<file path="config.mk">
export PLATFORM = sky130hd
export DESIGN_NAME = snn_spike_decoder
export DESIGN_NICKNAME = d
export VERILOG_FILES = /design/src/rtl/snn_spike_decoder.sv
export SDC_FILE = /design/constraint.sdc
export NUM_CORES = 1
export LEC_CHECK = 0
export ABC_AREA = 1
export CAP_MARGIN = 20
export CORE_MARGIN = 10
export CORE_UTILIZATION = 45
export DETAILED_ROUTE_END_ITERATION = 10
export GPL_TIMING_DRIVEN = 1
export HOLD_SLACK_MARGIN = 0.1
export PLACE_DENSITY = 0.66
export SLEW_MARGIN = 20
export SYNTH_ARGS = -nofsm -noshare
export SYNTH_HDL_FRONTEND = slang
export SYNTH_SLANG_ARGS = --single-unit
export TNS_END_PERCENT = 30
</file>
<file path="constraint.sdc">
create_clock -name clk -period 3.93 [get_ports clk]
set_input_delay 0.786 -clock clk [delete_from_list [all_inputs] [get_ports clk]]
set_output_delay 0.786 -clock clk [all_outputs]
set_load 0.01 [all_outputs]
</file>
<file path="src/rtl/snn_spike_decoder.sv">
// snn_spike_decoder: windowed spike counting with argmax decode; SNN_SPIKE_DEC_SEG_EN enables the seven-segment encoder
module snn_spike_decoder #(
  parameter int WINDOW = 255,
  parameter int CNT_W  = 8
) (
  input  logic             clk,
  input  logic             rst_n,
  input  logic             ena,
  input  logic [7:0]       spike_in,
  output logic [2:0]       winner,
  output logic [CNT_W-1:0] winner_cnt,
  output logic             none,
  output logic             valid,
  output logic             busy,
  output logic [6:0]       seg
);
  typedef enum logic [1:0] {IDLE, COUNT, SCAN, DONE} state_t;
  localparam logic [CNT_W-1:0] CMAX  = '1;
  localparam logic [15:0]      WLAST = 16'(WINDOW);
  state_t state, state_nx;
  logic [CNT_W-1:0] cnt [8];
  logic [15:0] wcnt;
  logic [2:0] step, best_idx, idx_nx;
  logic [CNT_W-1:0] best, best_nx;
  logic sample, last, gt, fin;
  assign sample  = ena && (state == IDLE || state == COUNT);
  assign last    = sample && (wcnt + 16'd1 == WLAST);
  assign gt      = cnt[step] > best;
  assign best_nx = gt ? cnt[step] : best;
  assign idx_nx  = gt ? step : best_idx;
  assign fin     = state == SCAN && step == 3'd7;
  assign busy    = state == SCAN || state == DONE;
  // next-state selection; the first enabled IDLE cycle is already window cycle 1
  always_comb begin
    state_nx = state;
    case (state)
      IDLE:    state_nx = ena ? (last ? SCAN : COUNT) : IDLE;
      COUNT:   state_nx = last ? SCAN : COUNT;
      SCAN:    state_nx = step == 3'd7 ? DONE : SCAN;
      default: state_nx = ena ? COUNT : IDLE;
    endcase
  end
  // state register
  always_ff @(posedge clk)
    state <= !rst_n ? IDLE : state_nx;
  // per-line saturating spike counters, cleared once the decision is out
  for (genvar i = 0; i < 8; i++) begin : g_cnt
    always_ff @(posedge clk)
      if (!rst_n || state == DONE) cnt[i] <= '0;
      else if (sample && spike_in[i] && cnt[i] != CMAX) cnt[i] <= cnt[i] + CNT_W'(1);
  end
  // sampled-cycle counter; rewinds on the final sample of the window
  always_ff @(posedge clk)
    if (!rst_n || state == DONE) wcnt <= '0;
    else if (sample) wcnt <= last ? 16'd0 : wcnt + 16'd1;
  // sequential argmax; strict compare keeps the lowest index on ties
  always_ff @(posedge clk)
    if (!rst_n || state != SCAN) begin
      step     <= '0;
      best     <= '0;
      best_idx <= '0;
    end else begin
      step     <= step + 3'd1;
      best     <= best_nx;
      best_idx <= idx_nx;
    end
  // decision registers load on the last scan step so they are fresh during DONE
  always_ff @(posedge clk)
    if (!rst_n) begin
      winner     <= '0;
      winner_cnt <= '0;
      none       <= 1'b0;
      valid      <= 1'b0;
    end else begin
      valid <= fin;
      if (fin) begin
        winner     <= idx_nx;
        winner_cnt <= best_nx;
        none       <= best_nx == '0;
      end
    end
`ifdef SNN_SPIKE_DEC_SEG_EN
  function automatic logic [6:0] enc(input logic [2:0] d);
    case (d)
      3'd0:    enc = 7'b0111111;
      3'd1:    enc = 7'b0000110;
      3'd2:    enc = 7'b1011011;
      3'd3:    enc = 7'b1001111;
      3'd4:    enc = 7'b1100110;
      3'd5:    enc = 7'b1101101;
      3'd6:    enc = 7'b1111101;
      default: enc = 7'b0000111;
    endcase
  endfunction
  // display pattern follows the decision; blank when no line spiked
  always_ff @(posedge clk)
    if (!rst_n) seg <= '0;
    else if (fin) seg <= best_nx == '0 ? 7'd0 : enc(idx_nx);
`else
  assign seg = '0;
`endif
endmodule

</file>
After elaboration in Yosys (flattened, before gate mapping). Memory sizes are Yosys's and may differ from the RTL's. A register that Yosys moved wholly into a read port is not among the register bits. Index checks and enable logic that the tools add are counted. W data, S select, Z words.

Register bits after elaboration: 45. Output and inout bits: 21. Word-level logic and storage cells: 112. Memories: 1. RAM bits: 64. Bits of input ports: 11.

Memories: cnt (depth 8, width 8, rd ports 9, clocked after memory_dff 1, wr ports 8, line 21) `logic [CNT_W-1:0] cnt [8];`.

Equality and inequality tests: 14. Reduce and logical (&&, ||, !) cells: 26. Add/subtract/negate cells: 10. $lt $le $gt $ge: 1. Bitwise operators: 8. Mux-type cells: 43.

Operators with widths (count): $mux W8 (9); $add A8 B1 Y8 const B (8); $ne A8 B8 Y1 const B (8); $mux W1 (28); $logic_and A1 B1 Y1 (19); $add A16 B1 Y16 const B (1); $eq A16 B8 Y1 const B (1); $mux W16 (1); $gt A8 B8 Y1 (1); $logic_not A8 Y1 (1); $or A1 B1 Y1 (8); $mux W3 (2); $pmux W2 S3 (1); $eq A2 B2 Y1 const B (2); $logic_or A1 B1 Y1 (4); $mux W2 (2); $add A3 B1 Y3 const B (1); $eq A3 B3 Y1 const B (1); $eq A2 B1 Y1 const B (1); $logic_not A2 Y1 (1); $ne A2 B2 Y1 const B (1); $logic_not A1 Y1 (1).

Depth between registers and ports, before layout.
Depth after elaboration: 9. Gate-level depth with buffers: 22. Gate-level depth less buffers: 20.

Worst setup path before layout. No wires, ideal clock.

Path type: register -> register. Start point: register step[1]. End point: register winner[0]. Path slack: 1.531 ns. Arrival: 2.283 ns. Data required time: 3.814 ns. Cell stages (with the launch flop): 18. Setup time: 0.116 ns. Path through: dfxtp_1 buf_4 inv_1 buf_2 o21ai_0 o22ai_1 nand2_1 nand2_1 ha_1 a21o_1 nor2_1 nand2_1 nand2_2 inv_2 o21ai_0 nand2_1 o211ai_1 inv_1.

Cells in the longest elaborated chain, start to end: 2.

Ends and longest elaborated chain: from (decl) (line 23) `logic [2:0] step, best_idx, idx_nx;`; from (signal assigned) (line 63) `step <= step + 3'd1;`; $eq A3 B3 Y1 (line 31) `assign fin = state == SCAN && step == 3'd7;`; $logic_and A1 B1 Y1 (line 31); to (signal assigned) (line 77) `winner <= idx_nx;`; to (decl) (line 10) `output logic [2:0] winner,`.

Every way passes these cells. A chain may end at the register's enable or synchronous reset.

Worst setup path after layout.
Start point: register step[0]. End point: register winner[1].

Same word-level chain as after synthesis.

==> key figures <==
Outcome
  – Status: finished clean

STA
  – RSZ-0062 raised after global routing: false
  – Min Tclk post-route: 3160 ps
  – Endpoints failing hold: 0
  – Final setup violation count: 0
  – Period utilisation layout: 80.5%
  – Final TNS setup: 0 ps
  – Max frequency: 316 MHz
  – Final Skew: 7.02 ps
  – Tightest Pin Transition: 648 ps
  – Pins Over Slew Limit: 0
  – Slew margin rel.: 56.7%

Synthesis
  – Post-synthesis compound-gate area fraction: 7.78%
  – Post-synthesis adder-cell area fraction: 3.96%
  – Syn_area_per_cell: 7.59 um^2
  – Count of yosys warnings during synthesis: 0
  – Post-Synth Simple-Gate Area: 29.2%
  – Netlist cell types: 39
  – Post-synthesis mux area share: 0%
  – Synthesized instance count: 833
  – Mapped cell area: 6320 um^2
  – FF+latch count, synth: 109
  – Seq/Total Area, Yosys: 44.7%
  – Largest family of logic cells by synthesized area: simple AND/OR/NAND/NOR gates
  – Xor/xnor cell area share of the yosys netlist: 4.16%

Job
  – Max Cap Violations: 0

Floorplan
  – Row count: 43
  – Die width: 139 um
  – Initial core utilization: 45.7%
  – Die area: 19200 um^2
  – DIE HEIGHT: 139 um
  – Core ar.: 13800 um^2
  – I/O Pins: 32

Clocking
  – TritonCTS clock tree: yes
  – Post-cts resize count: 0
  – Num CTS Buffers: 9
  – CTS clk-pin slew, worst paths: 70 ps
  – Cts hold-fix bufs: 0
  – H-tree lvl count: 3
  – CTS Buffer Depth: 2
  – Root buf cell: clkbuf_16
  – Setup Fix Bufs, Post-CTS: 0
  – Worst-Skew Late Latency: 360 ps
  – Clock sinks: 109

Cells and area
  – Area grow syn2layout: 10.2%
  – Finished Layout Cells: 1035
  – NumNets Final: 881
  – Ant diodes: 0
  – Layout cells sized above 1: 5.38%

Global route
  – Vias in the first global route: 4892
  – Global-route wire length before repair: 23200 um
  – GR peak layer: met2
  – Pin count of the biggest net entering global routing: 32
  – Met2 usage: 23.2%
  – Grt ovf: 0
  – Total GRT Usage: 14.3%
  – GR Util met3: 4.14%
  – Met1 Usage GRT: 18.3%
  – Initial antenna violation count: 0

Routing
  – Via Count: 5096
  – Final ANT Viol Nets: 0
  – Avg WL per Cell: 13.3 um
  – DRT iter0 DRCs: 389
  – Final WL: 13700 um
  – Remaining DRCs: 0
  – Vias per cell: 4.92
  – DRT Pass-1 Iters: 7

Worst setup path
  – CP Data Required Time: 4180 ps
  – Critical path startpoint category: flop
  – CP endpoint kind: flop
  – Arrival time at the worst endpoint: 3420 ps
  – Crit path kind: flop to flop
  – Max FO, Critical Path: 31

Placement
  – Placer Congestion: 0.812
  – Placed wire-length estimate: 10200 um
  – Cell Count Post-Placement: 1019
  – Port bufs: 24

Power and ir drop
  – Net Sw Frac: 25.6%
  – Int Pwr: 1.80 mW
  – Leakage Power: 2.99 nW
  – VDD IR-drop max: 0.000287 V
  – PD cells: 348 nW/um^2
  – Sw Pwr: 0.619 mW
  – Gate power share: 9.6%
  – Clock Power Share: 36.8%
  – Seq pwr share: 53.5%

Worst hold path
  – Hold Crit Class: flop to flop
-- worst paths after layout --
kind              cells after the start         to  startpoint  slack (ps)
setup reg to reg                     17  winner[1]     step[0]         770
hold / removal                        2       none        none         480
hold reg to reg                       2       none        none         480
setup / recovery                     17  winner[1]     step[0]         770
-- worst max-delay path, stage by stage, from the launching register on --
cell      delay (ps)
dfxtp_1          690
inv_2            370
o21ai_0          250
o22ai_1           90
nand2_1           70
nand2_1           80
ha_1             300
nand2_1           70
nor2_1           170
nand2_1           70
nand2_1          180
nand2_2          170
inv_2            140
nand2_1           60
o21ai_0          120
nand2_1           70
o211ai_1          90
inv_1             50
-- layout make-up --
class,count,area (um^2)
clock inverters,5,31.3
flip-flops and latches,109,2820
well taps,180,225
inverters,129,484
multi-input cells,573,2870
fillers,1354,6870
repair buffers,28,270
clock buffers,11,254
-- cells by family (layout without fill, tap and decap cells) --
logic type,after synthesis,count (layout)
buf+inv,157,173
flops,109,109
other cells,1,7
compound gates,90,90
xor+xnor,30,30
fa+ha+maj,20,20
simple gates,426,426
-- state kept, by name (all words and copies together), names as in the netlist --
signal and cells:
best_idx 3, best 8, step 3, none 1
valid 1, state 2, cnt 64, winner 3
wcnt 16, winner_cnt 8
-- cells in the final DEF (no fill, tap or decap), types with 2 or more instances in the layout --
cell             Yosys  final
inv_1              124    124
o21ai_0             28     28
nand4_1              4      4
xnor2_1              5      5
or2_2                9      9
edfxtp_1            64     64
a21oi_2              3      3
dfxtp_1             45     45
nor3_1              24     24
ha_1                20     20
nor2_1              99     99
clkinv_1             3      5
o211ai_1             3      3
conb_1               1      7
xor2_1              25     25
nor2_2               7      7
buf_4               11      4
a21oi_1             42     42
a31oi_1              8      8
nor3b_1              9      9
nand2_2              4      4
clkbuf_16            0     10
clkdlybuf4s50_1      0     24
nand3_1             63     63
inv_2                2      2
nand2_1            201    201
nor4_1               2      2
-- routing by layer --
metal,wire [um],vias to the layer above
met5,0,-
met2,6230,77
met4,225,0
li1,-,2691
met1,6680,2311
met3,605,17
-- Yosys cell counts, drive strengths merged --
master	count	share of area [%]
conb	1	0.059
nor3	24	1.9
clkinv	3	0.18
inv	126	7.5
a31oi	8	0.79
clkbuf	9	0.53
ha	20	4.0
nor3b	9	1.1
o21ai	30	2.4
or2	9	0.89
nand3b	2	0.44
xor2	25	3.5
o211ai	3	0.36
o31ai	1	0.12
buf	19	2.0
a21oi	45	3.7
nor4	2	0.20
nor2	106	6.6
nand4	5	0.59
edfxtp	64	30
nand2	206	13
xnor2	5	0.69
a21o	1	0.12
dfxtp	45	14
nand3	63	5.0
o21a	1	0.12
o22ai	1	0.099
-- power by group through the flow --
stage	Sequential (mW)	Combinational (mW)	Clock (mW)
CTS	1.30	0.235	0.919
global placement	1.32	0.233	0
detailed placement	1.32	0.234	0
finish	1.30	0.234	0.892
global route	1.30	0.273	0.953
floorplan	1.31	0.179	0
-- through the flow --
stage	utilization, %	worst slack [ps]	hold slack [ps]	cell area [um^2]	power (mW)
floorplan	-	1530	459	6340	1.49
global placement	48.3	855	474	6680	1.56
detailed placement	48.3	783	474	6680	1.56
CTS	50.3	750	483	6960	2.45
global route	50.3	205	510	6960	2.53
finish	50.3	765	483	6960	2.42
Power figures use the tool's default switching activity.
